File: src/rtl/branch_resolver_pkg.sv
// Shared pipeline definitions: control-class encoding and the shadow-entry record
// used by the branch predictor and the pipeline top.
package branch_resolver_pkg;

  localparam logic [31:0] INSN_BYTES = 32'd4;

  typedef enum logic [1:0] {
    CTRL_NONE   = 2'd0,
    CTRL_BRANCH = 2'd1,
    CTRL_JUMP   = 2'd2,
    CTRL_JR     = 2'd3
  } ctrl_class_e;

  typedef struct packed {
    logic        valid;
    logic [31:0] pc;
    logic        pred_taken;
    logic [31:0] pred_target;
  } shadow_entry_t;

  // EX-stage class flags are mutually exclusive, so a priority encode is exact.
  function automatic ctrl_class_e ctrl_class(input logic is_branch, input logic is_jump,
                                             input logic is_jr);
    if (is_branch)    return CTRL_BRANCH;
    else if (is_jump) return CTRL_JUMP;
    else if (is_jr)   return CTRL_JR;
    else              return CTRL_NONE;
  endfunction

  function automatic logic [31:0] seq_pc(input logic [31:0] pc);
    return pc + INSN_BYTES;
  endfunction

endpackage

File: src/rtl/bp_shadow_stage.sv
// One shadow-pipeline entry: reset and kill clear it, load captures the upstream entry.
module bp_shadow_stage
  import branch_resolver_pkg::*;
(
  input  logic          clk,
  input  logic          rst,
  input  logic          load,
  input  logic          kill,
  input  shadow_entry_t in_entry,
  output shadow_entry_t entry
);

  always_ff @(posedge clk) begin
    if (rst) begin
      entry <= '0;
    end else if (kill) begin
      entry.valid <= 1'b0;
    end else if (load) begin
      entry <= in_entry;
    end
  end

endmodule

File: src/rtl/branch_resolver.sv
// Resolves EX-stage control flow against the prediction carried alongside it,
// redirects fetch on a mispredict, trains the predictor and counts events.
module branch_resolver
  import branch_resolver_pkg::*;
#(
  parameter int CNT_W = 32
) (
  input  logic             clk,
  input  logic             rst,
  input  logic             if_valid,
  input  logic [31:0]      if_pc,
  input  logic             if_pred_taken,
  input  logic [31:0]      if_pred_target,
  input  logic             stall,
  input  logic             ex_is_branch,
  input  logic             ex_is_jump,
  input  logic             ex_is_jr,
  input  logic             ex_taken,
  input  logic [31:0]      ex_target,
  output logic             redirect,
  output logic [31:0]      redirect_pc,
  output logic             flush,
  output logic             update_en,
  output logic [31:0]      update_pc,
  output logic             update_taken,
  output logic [31:0]      update_target,
  output logic             update_is_branch,
  output logic [CNT_W-1:0] perf_branches,
  output logic [CNT_W-1:0] perf_mispredicts
);

  shadow_entry_t if_entry, d_entry, e_entry;
  ctrl_class_e   cls;
  logic          resolve, actual_taken, mispredict, train, any_ctrl;
  logic [31:0]   actual_next;

  assign if_entry = '{valid: if_valid, pc: if_pc, pred_taken: if_pred_taken,
                      pred_target: if_pred_target};

  bp_shadow_stage u_d_stage (
    .clk      (clk),
    .rst      (rst),
    .load     (!stall),
    .kill     (redirect),
    .in_entry (if_entry),
    .entry    (d_entry)
  );

  bp_shadow_stage u_e_stage (
    .clk      (clk),
    .rst      (rst),
    .load     (!stall),
    .kill     (redirect),
    .in_entry (d_entry),
    .entry    (e_entry)
  );

  always_comb begin
    cls          = ctrl_class(ex_is_branch, ex_is_jump, ex_is_jr);
    resolve      = e_entry.valid && !stall;
    any_ctrl     = (cls != CTRL_NONE);
    actual_taken = (cls == CTRL_JUMP) || (cls == CTRL_JR) || ((cls == CTRL_BRANCH) && ex_taken);
    actual_next  = actual_taken ? ex_target : seq_pc(e_entry.pc);
    // A non-control instruction predicted taken also counts as a mispredict.
    mispredict   = (actual_taken != e_entry.pred_taken) ||
                   (actual_taken && (e_entry.pred_target != ex_target));
    // Register-indirect targets are not trained into the predictor.
    train        = resolve && ((cls == CTRL_BRANCH) || (cls == CTRL_JUMP));
    redirect     = resolve && mispredict;
    flush        = redirect;
    redirect_pc  = redirect ? actual_next : 32'd0;
  end

  always_ff @(posedge clk) begin
    if (rst) begin
      update_en        <= 1'b0;
      update_pc        <= '0;
      update_taken     <= 1'b0;
      update_target    <= '0;
      update_is_branch <= 1'b0;
    end else begin
      update_en <= train;
      if (train) begin
        update_pc        <= e_entry.pc;
        update_taken     <= actual_taken;
        update_target    <= ex_target;
        update_is_branch <= (cls == CTRL_BRANCH);
      end
    end
  end

  always_ff @(posedge clk) begin
    if (rst) begin
      perf_branches    <= '0;
      perf_mispredicts <= '0;
    end else begin
      if (resolve && any_ctrl && (perf_branches != '1)) begin
        perf_branches <= perf_branches + 1'b1;
      end
      if (redirect && (perf_mispredicts != '1)) begin
        perf_mispredicts <= perf_mispredicts + 1'b1;
      end
    end
  end

endmodule
File: config.mk
export PLATFORM = sky130hd
export DESIGN_NAME = branch_resolver
export DESIGN_NICKNAME = d
export VERILOG_FILES = /design/src/rtl/branch_resolver_pkg.sv /design/src/rtl/bp_shadow_stage.sv /design/src/rtl/branch_resolver.sv
export SDC_FILE = /design/constraint.sdc
export NUM_CORES = 1
export LEC_CHECK = 0
export ABC_AREA = 1
export CAP_MARGIN = 10
export CORE_MARGIN = 3
export CORE_UTILIZATION = 35
export DETAILED_ROUTE_END_ITERATION = 8
export GPL_TIMING_DRIVEN = 0
export SYNTH_ARGS = -nofsm -noshare
export SYNTH_HDL_FRONTEND = slang
export SYNTH_SLANG_ARGS = --single-unit
File: constraint.sdc
create_clock -name clk -period 6.4 [get_ports clk]
set_input_delay 1.6 -clock clk [delete_from_list [all_inputs] [get_ports clk]]
set_output_delay 1.6 -clock clk [all_outputs]
set_load 0.03 [all_outputs]
Word level (Yosys, flattened, before mapping)

Index checks and enable logic that the tools add are counted.

Bits in registers: 263
Input bits: 105
Logic and storage cells: 48

$add $sub $neg: 3
Reductions and logical operators: 16
Multiplexer cells: 5
Eq/ne operators: 7
Bitwise gates (word level): 2

Operators with widths:

| kind                                                             | number |
|---|---|
| 32-bit by 1-bit adder with 32-bit output (second input constant) | 2 |
| 32-bit 2-to-1 mux                                                | 2 |
| 32-bit inequality test (second input constant)                   | 2 |
| 32-bit by 3-bit adder with 32-bit output (second input constant) | 1 |
| 32-bit inequality test                                           | 1 |
| 1-bit logical AND                                                | 8 |
| 2-bit 2-to-1 mux                                                 | 3 |
| 2-bit == test (second input constant)                            | 2 |
| 1-bit logical OR                                                 | 4 |
| 2-bit by 1-bit == test with 1-bit output (second input constant) | 1 |
| 1-bit inverter                                                   | 2 |
| 2-bit AND reduction                                              | 1 |
| 2-bit nonzero test                                               | 1 |
| 2-bit OR reduction                                               | 1 |
| 1-bit zero test                                                  | 1 |
| 1-bit inequality test                                            | 1 |

Logic depth before layout (Yosys ltp)

Gate-level depths: netlist (run 1).

Word-level depth: 11
Gate-level depth with buffers: 17

By module

A second synthesis (run 1) with hierarchy kept.

Cells, all modules: 2167
Area, all modules: 13669.4 sq um

By module, submodules not included:

| module          | instances | sequential area each (sq um) | cells each | area each (sq um) |
|---|---|---|---|---|
| branch_resolver | 1         | 2622.5                       | 1313       | 8074.0 |
| bp_shadow_stage | 2         | 1321.3                       | 427        | 2797.7 |

Worst setup path after synthesis (run 1)

Ideal clock, no wire load.

Path type: input to output
Start point: input ex_is_jump
End point: output redirect_pc[17]
Stages on the path: 16
Slack: 0.898 ns
Arrival: 3.902 ns
Required time: 4.800 ns
Cells stage by stage: inv_1 a21oi_1 inv_1 ha_1 nor2_1 nand2_2 inv_2 nor2_1 nand2_1 nor2_1 nand3_2 nand2_1 buf_4 buf_6 buf_2 a211oi_1

Longest elaborated chain between the ends: 9

Ends and longest elaborated chain:

| item                                                                             | RTL line                                     | text |
|---|---|---|
| start: declaration                                                               | branch_resolver.sv:16                        | `input logic ex_is_jump,` |
| 2-bit 2-to-1 mux *                                                               | branch_resolver_pkg.sv:25                    | `else if (is_jump) return CTRL_JUMP;` |
| 2-bit 2-to-1 mux *                                                               | branch_resolver_pkg.sv:24                    | `if (is_branch) return CTRL_BRANCH;` |
| 2-bit == test / 2-bit by 1-bit == test with 1-bit output (equally long branches) | branch_resolver.sv:62                        | `actual_taken = (cls == CTRL_JUMP) \|\| (cls == CTRL_JR) \|\| ((cls == CTRL_BRANCH) && ex_taken);` |
| 1-bit logical OR / 1-bit logical AND (equally long branches)                     | branch_resolver.sv:62                        |  |
| 1-bit logical OR *                                                               | branch_resolver.sv:62                        |  |
| 1-bit inequality test / 1-bit logical AND (equally long branches)                | branch_resolver.sv:65, branch_resolver.sv:66 |  |
| 1-bit logical OR                                                                 | branch_resolver.sv:65                        | `mispredict = (actual_taken != e_entry.pred_taken) \|\|` |
| 1-bit logical AND                                                                | branch_resolver.sv:69                        | `redirect = resolve && mispredict;` |
| 32-bit 2-to-1 mux *                                                              | branch_resolver.sv:71                        | `redirect_pc = redirect ? actual_next : 32'd0;` |
| end: declaration                                                                 | branch_resolver.sv:21                        | `output logic [31:0] redirect_pc,` |

Mark *: on every way between the ends. The rest lies on a longest branch, timed or not.

Worst setup path after layout (run 1)

Start point: input ex_is_jr
End point: output redirect_pc[9]

Longest elaborated chain between the ends: 10

Ends and longest elaborated chain:

| item                                                                             | RTL line                                     | text |
|---|---|---|
| start: declaration                                                               | branch_resolver.sv:17                        | `input logic ex_is_jr,` |
| 2-bit 2-to-1 mux *                                                               | branch_resolver_pkg.sv:26                    | `else if (is_jr) return CTRL_JR;` |
| 2-bit 2-to-1 mux *                                                               | branch_resolver_pkg.sv:25                    |  |
| 2-bit 2-to-1 mux *                                                               | branch_resolver_pkg.sv:24                    |  |
| 2-bit == test / 2-bit by 1-bit == test with 1-bit output (equally long branches) | branch_resolver.sv:62                        |  |
| 1-bit logical OR / 1-bit logical AND (equally long branches)                     | branch_resolver.sv:62                        |  |
| 1-bit logical OR *                                                               | branch_resolver.sv:62                        |  |
| 1-bit inequality test / 1-bit logical AND (equally long branches)                | branch_resolver.sv:65, branch_resolver.sv:66 |  |
| 1-bit logical OR                                                                 | branch_resolver.sv:65                        |  |
| 1-bit logical AND                                                                | branch_resolver.sv:69                        |  |
| 32-bit 2-to-1 mux *                                                              | branch_resolver.sv:71                        |  |

Marked as above.

==> results of run 1 <==
[state kept, by name, summed over array words and instances (netlist names)]
register,cells
perf_branches,32
update_pc,32
update_target,32
update_taken,1
u_d_stage.entry,66
update_is_branch,1
u_e_stage.entry,66
perf_mispredicts,32
update_en,1
[worst paths after layout]
check | from | to | depth (start not counted)
setup / recovery | ex_is_jr | redirect_pc[9] | 17
hold reg to reg | update_target[25]$_SDFFE_PP0P_ | update_target[25]$_SDFFE_PP0P_ | 2
hold / removal | update_target[25]$_SDFFE_PP0P_ | update_target[25]$_SDFFE_PP0P_ | 2
setup reg to reg | perf_mispredicts[1]$_SDFFE_PP0P_ | perf_mispredicts[3]$_SDFFE_PP0P_ | 13
[cell usage in the layout, fill, tap and decap left out, types with 46 or more instances in the layout]
master	count
sky130_fd_sc_hd__nand2_1	472
sky130_fd_sc_hd__inv_1	363
sky130_fd_sc_hd__nor2_1	305
sky130_fd_sc_hd__dfxtp_1	263
sky130_fd_sc_hd__clkdlybuf4s50_1	235
sky130_fd_sc_hd__a21oi_1	233
sky130_fd_sc_hd__nand3_1	204
sky130_fd_sc_hd__o21ai_0	83
sky130_fd_sc_hd__clkbuf_1	79
sky130_fd_sc_hd__nand4_1	46
[per-layer routing]
| metal | global-route usage | wire [um] | up-vias |
|---|---|---|---|
| met4 | 0.0533 | 998 | 0 |
| met1 | 0.348 | 25500 | 6841 |
| met5 | 0 | 0 | - |
| li1 | - | - | 7610 |
| met2 | 0.365 | 21800 | 401 |
| met3 | 0.0218 | 2820 | 55 |
[layout make-up]
type                    instances  share of cell area
plain buffers                 129              0.0339
diodes                          2            0.000273
clock inverters                 8             0.00389
clock buffers                  42              0.0456
well taps                     518              0.0354
multi-input cells            1477               0.375
inverters                     373              0.0765
repair buffers                269               0.142
flip-flops and latches        263               0.288
[critical path, cell delays in order]
cell,delay [ns]
sky130_fd_sc_hd__clkdlybuf4s50_1,0.53
sky130_fd_sc_hd__inv_1,0.07
sky130_fd_sc_hd__a21oi_2,0.22
sky130_fd_sc_hd__inv_1,0.10
sky130_fd_sc_hd__ha_1,0.21
sky130_fd_sc_hd__nand2_1,0.10
sky130_fd_sc_hd__nand2_4,0.13
sky130_fd_sc_hd__inv_2,0.13
sky130_fd_sc_hd__nor2_1,0.05
sky130_fd_sc_hd__nand2_1,0.06
sky130_fd_sc_hd__nor2_1,0.07
sky130_fd_sc_hd__nand3_4,0.15
sky130_fd_sc_hd__nand2_1,0.09
sky130_fd_sc_hd__buf_2,0.22
sky130_fd_sc_hd__clkbuf_4,0.25
sky130_fd_sc_hd__a211oi_2,0.32
sky130_fd_sc_hd__clkdlybuf4s15_2,0.36
[kinds of logic (layout without fill, tap and decap cells)]
kind of cell | count (synthesis) | after routing
AOI/OAI and AO/OA | 339 | 339
and+or+nand+nor | 1083 | 1083
adders and majority gates | 7 | 7
muxes | 1 | 1
buffers and inverters | 502 | 821
xor gates and xnor gates | 47 | 47
other | 0 | 2
DFF | 263 | 263
[timing repair]
action | 4_1_cts | 5_1_grt
hold buffers | 0 | 0
gates resized for setup | 81 | 46
endpoints found under the setup margin | 34 | 33
setup buffers | 0 | 0
pin swaps | 0 | 0
[synth_stat cells, types with 2 or more instances]
master,n
sky130_fd_sc_hd__clkbuf_1,72
sky130_fd_sc_hd__o21ai_0,83
sky130_fd_sc_hd__buf_4,3
sky130_fd_sc_hd__ha_1,7
sky130_fd_sc_hd__nor2_2,4
sky130_fd_sc_hd__nand2_1,472
sky130_fd_sc_hd__buf_1,18
sky130_fd_sc_hd__inv_1,363
sky130_fd_sc_hd__buf_2,25
sky130_fd_sc_hd__nand3_1,204
sky130_fd_sc_hd__nand2_2,2
sky130_fd_sc_hd__a21oi_1,238
sky130_fd_sc_hd__nor3_2,2
sky130_fd_sc_hd__nor2_1,305
sky130_fd_sc_hd__inv_2,10
sky130_fd_sc_hd__dfxtp_1,263
sky130_fd_sc_hd__nand4_1,46
sky130_fd_sc_hd__a22oi_1,3
sky130_fd_sc_hd__a211oi_1,11
sky130_fd_sc_hd__xnor2_1,26
sky130_fd_sc_hd__nand3_2,3
sky130_fd_sc_hd__o21ai_1,3
sky130_fd_sc_hd__xor2_1,21
sky130_fd_sc_hd__nand3b_1,3
sky130_fd_sc_hd__buf_6,11
sky130_fd_sc_hd__or2_2,3
sky130_fd_sc_hd__nor3_1,33
sky130_fd_sc_hd__nor3b_1,4
[power by group through the flow]
| stage | sequential [mW] | combinational [mW] | clock (mW) |
|---|---|---|---|
| after floorplan | 1.83 | 0.307 | 0 |
| after global placement | 1.83 | 0.557 | 0 |
| after detailed placement | 1.83 | 0.562 | 0 |
| after CTS | 1.80 | 0.566 | 1.65 |
| after global routing | 1.81 | 0.631 | 1.71 |
| final | 1.80 | 0.566 | 1.61 |
[through the flow]
| step | hold slack, ns | std cells | area, sq um | power, mW | setup WS [ns] |
|---|---|---|---|---|---|
| finish | 0.442 | 3081 | 18300 | 3.98 | 0.118 |
| floorplan | 0.452 | 2242 | 14100 | 2.14 | 0.898 |
| CTS | 0.444 | 3079 | 18400 | 4.01 | -0.00547 |
| global placement | 0.433 | 3029 | 17400 | 2.39 | -0.779 |
| global route | 0.464 | 3081 | 18300 | 4.15 | -0.00646 |
| detailed placement | 0.435 | 3029 | 17400 | 2.39 | -0.786 |
==> parameters.txt, run 1 <==
Parameter                              Value

Clock tree
  Clk pin slew, worst setup/hold paths ... 0.06 ns
  Worst-case clock buffer depth ... 3
  Clock root buffer ... sky130_fd_sc_hd__clkbuf_16
  TritonCTS clock tree ... yes
  H-tree level count ... 1
  Clk sinks ... 263
  Inserted Clock Buffers ... 29
  Clock latency on the worst-skew pair ... 0.55 ns

Synthesis
  Post-Syn Nets ... 2,354
  Gate count after technology mapping ... 2,242
  Post-synthesis xor/xnor area fraction ... 0.0292
  Commonest register cell after synthesis ... sky130_fd_sc_hd__dfxtp_1
  Share of flip-flops with an asynchronous set or reset ... 0
  Cell taking the most area after synthesis ... sky130_fd_sc_hd__dfxtp_1
  Number of synthesized register bits ... 263
  Top cells by area, synth ... sky130_fd_sc_hd__dfxtp_1 (37%), sky130_fd_sc_hd__nand2_1 (13%), sky130_fd_sc_hd__inv_1 (9.7%)
  Fraction of post-synthesis cell area in the top cell type by area ... 0.374
  Proportion of synthesized area in mux cells ... 0.000711
  Portion of the post-synthesis area used by sequential elements ... 0.374
  Post-synthesis instance area ... 14,100 sq um
  EDFF count, synth ... 0
  Adder and majority cell fraction of the synthesized area ... 0.00622
  Compound-Gate Fraction of Synth Area ... 0.123
  Simple-gate share of the synthesized area ... 0.324
  Yosys warning count ... 0
  Syn avg cell area ... 6.28 sq um
  Count of cell types in the netlist ... 32
  Largest family of logic cells by synthesized area ... simple AND/OR/NAND/NOR gates

Cells and area
  Share of the core filled with cells in the final layout ... 0.467
  # fillers ... 4,255
  Final nets ... 2,654
  Area added between synthesis and finish ... 30.1%
  Sequential cell area in the final layout ... 5270 sq um
  Multi-input combinational cell area ... 6870 sq um
  Fraction of final layout cells sized beyond drive strength 1 ... 0.0574

Detailed routing
  Initial DRC count ... 1,045
  First drt pass iteration count ... 5
  DRC violations left ... 0
  Vias after detailed routing ... 14,900
  Mean number of vias per cell ... 4.84
  Routed WL per cell ... 16.6 um
  Wire length after detailed routing ... 51,100 um
  Residual antenna-violating net count after detailed routing ... 0

Die
  Die outline area ... 42,700 sq um
  Die X ... 207 um
  Number of placed I/O pins ... 270
  Placeable core region ... 39,200 sq um
  Die outline height ... 207 um
  Number of rows in the core area ... 72
  Initial Util ... 0.359

Job
  Max-cap check violation count ... 0

Power
  Maximum vdd ir drop ... 0.000162 V
  Power per cell area ... 217 nW/um^2
  LEAKAGE ... 7.79 nW
  Sequential power share ... 0.452
  Int Pwr ... 2.88 mW
  Switching part of the total ... 0.276
  Switching power of the nets ... 1.10 mW
  Gate power share ... 0.142
  Proportion of power drawn by the clock network ... 0.406

Place
  Number of port buffers ... 269
  Final weighted congestion in routability-driven placement ... 0.938
  Placed wire-length estimate after detailed placement ... 40,700 um

Status
  Status ... finished clean

Setup path
  Worst-path maximum fanout ... 10
  Reg2Reg Setup Slack ... 3.93 ns
  Category of the critical setup timing path ... in2out
  Launching element type of the critical path ... input pin
  Signal arrival time at the worst endpoint ... 4.68 ns
  Critical Path RT ... 4.80 ns
  Category of the worst setup path capture point ... output pin

Timing
  Crit path time final ... 6.28 ns
  Final slew viol count ... 0
  Hold Violations, Final ... 0
  Final setup violation count ... 0
  Worst clock skew on the final layout ... 0.0139 ns
  Relative slew slack ... 0.421
  Share of the clock period used by the worst path ... 0.982
  Aggregate negative setup slack ... 0 ns
  Worst-margin pin slew ... 0.861 ns
  Highest achievable clock rate ... 159 MHz

GRT
  Pin count of the biggest net entering global routing ... 14
  Global-route wire length before repair ... 78,900 um
  Global-route usage over all layers ... 0.234
  Initial antenna violation count ... 2
  Total grt overflow ... 0
  Vias in the first global route ... 14,000

Min path
  Hold crit path type ... reg2reg
Power figures use the tool's default switching activity.
==> run 2, diff against run 1 <==
--- a/config.mk
+++ b/config.mk
@@ -8,9 +8,10 @@
 export ABC_AREA = 1
 export CAP_MARGIN = 10
 export CORE_MARGIN = 3
-export CORE_UTILIZATION = 35
+export CORE_UTILIZATION = 48
 export DETAILED_ROUTE_END_ITERATION = 8
 export GPL_TIMING_DRIVEN = 0
+export PLACE_DENSITY = 0.78
 export SYNTH_ARGS = -nofsm -noshare
 export SYNTH_HDL_FRONTEND = slang
 export SYNTH_SLANG_ARGS = --single-unit
==> constraint.sdc (replaced) <==
create_clock -name clk -period 5.6 [get_ports clk]
set_input_delay 1.4 -clock clk [delete_from_list [all_inputs] [get_ports clk]]
set_output_delay 1.4 -clock clk [all_outputs]
set_load 0.03 [all_outputs]
==> parameters.txt, run 2 (synthesis gave the netlist of run 1 again) <==
Parameter                              Value

Timing
  Hold Violations, Final ... 0 (unchanged)
  Final setup violation count ... 0 (unchanged)
  Aggregate negative setup slack ... 0 ns (unchanged)
  Share of the clock period used by the worst path ... 0.988
  Worst-margin pin slew ... 0.882 ns (+0.0205 ns)
  Relative slew slack ... 0.412 (-0.00836)
  Highest achievable clock rate ... 181 MHz
  Worst clock skew on the final layout ... 0.0300 ns (+0.0162 ns)
  Unrepaired setup endpoints after global routing ... yes
  Final slew viol count ... 0 (unchanged)
  Crit path time final ... 5.53 ns

Cells and area
  Most common cell after layout, fill and taps aside ... sky130_fd_sc_hd__nand2_1
  Share of the core filled with cells in the final layout ... 0.636 (+0.169)
  Final nets ... 2,655 (+0.038%)
  Multi-input combinational cell area ... 6910 sq um (+0.60%)
  Sequential cell area in the final layout ... 5270 sq um (unchanged)
  Area added between synthesis and finish ... 30.0% (about the same)
  Fraction of final layout cells sized beyond drive strength 1 ... 0.0604 (+0.00303)
  Top library cells by usage in the layout, fill and taps aside ... sky130_fd_sc_hd__nand2_1 (472), sky130_fd_sc_hd__inv_1 (362), sky130_fd_sc_hd__nor2_1 (303)
  Final std cells w/o fill ... 2,953 (-4.2%)
  # fillers ... 2,730 (-36%)
  Largest registers ... u_d_stage.entry (66), u_e_stage.entry (66)

Clock tree
  Clk sinks ... 263 (unchanged)
  TritonCTS clock tree ... yes
  Clk pin slew, worst setup/hold paths ... 0.06 ns (about the same)
  H-tree level count ... 1 (unchanged)
  CTS Hold Bufs ... 0 (unchanged)
  Worst-case clock buffer depth ... 3 (unchanged)
  Clock root buffer ... sky130_fd_sc_hd__clkbuf_16
  Clock latency on the worst-skew pair ... 0.56 ns (about the same)
  Inserted Clock Buffers ... 28 (-3.4%)

Die
  Number of rows in the core area ... 62 (-14%)
  Die X ... 177 um (-14%)
  Number of placed I/O pins ... 270 (unchanged)
  Die outline area ... 31,400 sq um (-26%)
  Die outline height ... 177 um (-14%)
  Placeable core region ... 28,800 sq um (-27%)
  Initial Util ... 0.489 (+0.130)

Setup path
  Critical register-to-register path startpoint ... perf_mispredicts[1]$_SDFFE_PP0P_
  Reg2Reg Setup Slack ... 3.21 ns (-0.72 ns)
  Crit Reg-Reg Endpoint ... perf_mispredicts[9]$_SDFFE_PP0P_
  Worst reg-to-reg path cell count ... 13 (unchanged)
  Signal arrival time at the worst endpoint ... 4.13 ns (-0.55 ns)
  Launching element type of the critical path ... input pin
  Stage delay of the slowest cell on the critical path ... 0.47 ns (-0.06 ns)
  Number of buffer and inverter stages on the critical path ... 7 (unchanged)
  Category of the critical setup timing path ... in2out
  Slowest cell on the critical path ... sky130_fd_sc_hd__clkdlybuf4s50_1
  Worst-path maximum fanout ... 19 (+9)
  Largest delay share family, worst path ... buffers and inverters
  Category of the worst setup path capture point ... output pin
  Critical Path RT ... 4.20 ns (-0.60 ns)
  Worst path cell trace ... clkdlybuf4s50_1, inv_2, a21oi_4, inv_1, ha_1, nor2_2, nand2_4, inv_4, nor2_1, nand2_1, nor2_2, nand3_4, nand2_1, buf_4, buf_6, a21oi_1, clkdlybuf4s15_2

Min path
  Number of instances on the worst hold path ... 2 (unchanged)
  End point of the most critical hold path ... update_target[4]$_SDFFE_PP0P_
  Hold crit path type ... reg2reg
  Start point of the worst min-delay path ... update_target[4]$_SDFFE_PP0P_

Detailed routing
  First drt pass iteration count ... 5 (unchanged)
  Routed WL per cell ... 16.5 um (-0.31%)
  Vias after detailed routing ... 15,300 (+2.7%)
  Initial DRC count ... 1,253 (+20%)
  DRC violations left ... 0 (unchanged)
  Residual antenna-violating net count after detailed routing ... 0 (unchanged)
  Wire length after detailed routing ... 48,900 um (-4.4%)
  Mean number of vias per cell ... 5.18 (+7.1%)

GRT
  Global-route usage over all layers ... 0.300 (+0.0667)
  Global-route wire length before repair ... 75,300 um (-4.7%)
  Total grt overflow ... 0 (unchanged)
  Vias in the first global route ... 14,000 (+0.057%)
  Initial antenna violation count ... 3 (+1)
  Pin count of the biggest net entering global routing ... 20 (+6)

Place
  Number of port buffers ... 269 (unchanged)
  Placed instance count ... 2,895 (-4.4%)
  Final weighted congestion in routability-driven placement ... 0.989 (+5.5%)
  Placed wire-length estimate after detailed placement ... 38,200 um (-6.3%)

Power
  Power per cell area ... 254 nW/um^2 (+17%)
  Maximum vdd ir drop ... 0.000182 V (+12%)
  Design Power ... 4.65 mW (+17%)
  LEAKAGE ... 7.89 nW (+1.2%)

Job
  Max-cap check violation count ... 0 (unchanged)

Status
  Status ... finished clean
[run 2: cell count changes in the layout (fill, tap and decap cells not counted), moves of 4 or more]
cell                              delta
sky130_fd_sc_hd__buf_2              +12
sky130_fd_sc_hd__buf_4               +7
sky130_fd_sc_hd__dlygate4sd2_1       +5
sky130_fd_sc_hd__clkbuf_2           -18
sky130_fd_sc_hd__clkdlybuf4s15_2     -6
sky130_fd_sc_hd__clkbuf_1            -4
[run 2: worst max-delay path by stage]
stage | start | end | slack, ns | depth (start not counted)
floorplan | ex_is_jump | redirect_pc[17] | 0.50 | 16
global placement | ex_is_jump | redirect_pc[16] | -1.04 | 17
detailed placement | ex_is_jump | redirect_pc[16] | -1.13 | 17
CTS | ex_is_jr | redirect_pc[28] | 0.0005 | 19
global route | ex_is_jump | redirect_pc[28] | -0.03 | 19
finish | ex_is_jump | redirect_pc[29] | 0.07 | 17
[run 2: routing by layer]
metal / up-vias / GRT usage / part of all wire
li1: 7625 / - / -
met1: 6960 / 0.426 / 0.45
met2: 626 / 0.475 / 0.44
met3: 94 / 0.0401 / 0.084
met4: 0 / 0.0929 / 0.030
met5: - / 0 / 0
[run 2: layout make-up]
class,count,area share
inverter,373,0.0769
timing repair buffer,272,0.143
clock inverter,14,0.00889
clock buffer,38,0.0448
tap,384,0.0262
buffer,128,0.0343
sequential,263,0.288
multi-input combinational,1477,0.378
antenna,4,0.000547
[run 2: worst register-to-register path, cell delays in order, from the launching register on]
cell                       delay (ns)
sky130_fd_sc_hd__dfxtp_1         0.40
sky130_fd_sc_hd__ha_1            0.24
sky130_fd_sc_hd__nand2_1         0.07
sky130_fd_sc_hd__nor2_1          0.13
sky130_fd_sc_hd__nand3_1         0.10
sky130_fd_sc_hd__nor2_1          0.29
sky130_fd_sc_hd__nand4_1         0.26
sky130_fd_sc_hd__clkbuf_1        0.29
sky130_fd_sc_hd__nand2_1         0.12
sky130_fd_sc_hd__inv_1           0.07
sky130_fd_sc_hd__nand3_1         0.10
sky130_fd_sc_hd__nand2_1         0.08
sky130_fd_sc_hd__nand2_1         0.07
sky130_fd_sc_hd__nor2_1          0.04
[run 2: power breakdown]
| part | switching (mW) | internal [mW] |
|---|---|---|
| sequential | 0.0900 | 1.96 |
| clock | 0.779 | 1.17 |
| combinational | 0.393 | 0.260 |
[run 2: stage by stage]
step / hold WS (ns) / setup WS (ns) / area (sq um)
floorplan: 0.452 / 0.498 / 14100
global placement: 0.433 / -1.04 / 17300
detailed placement: 0.436 / -1.13 / 17300
CTS: 0.445 / 0.000489 / 18300
global route: 0.461 / -0.0281 / 18300
finish: 0.444 / 0.0671 / 18300
[run 2: repair_timing]
| item | 4_1_cts | 5_1_grt |
|---|---|---|
| resized for setup | 146 | 32 |
| cloned | 0 | 0 |
| pin swaps | 3 | 2 |
| setup buffers | 1 | 2 |
| endpoints found under the setup margin | 34 | 34 |
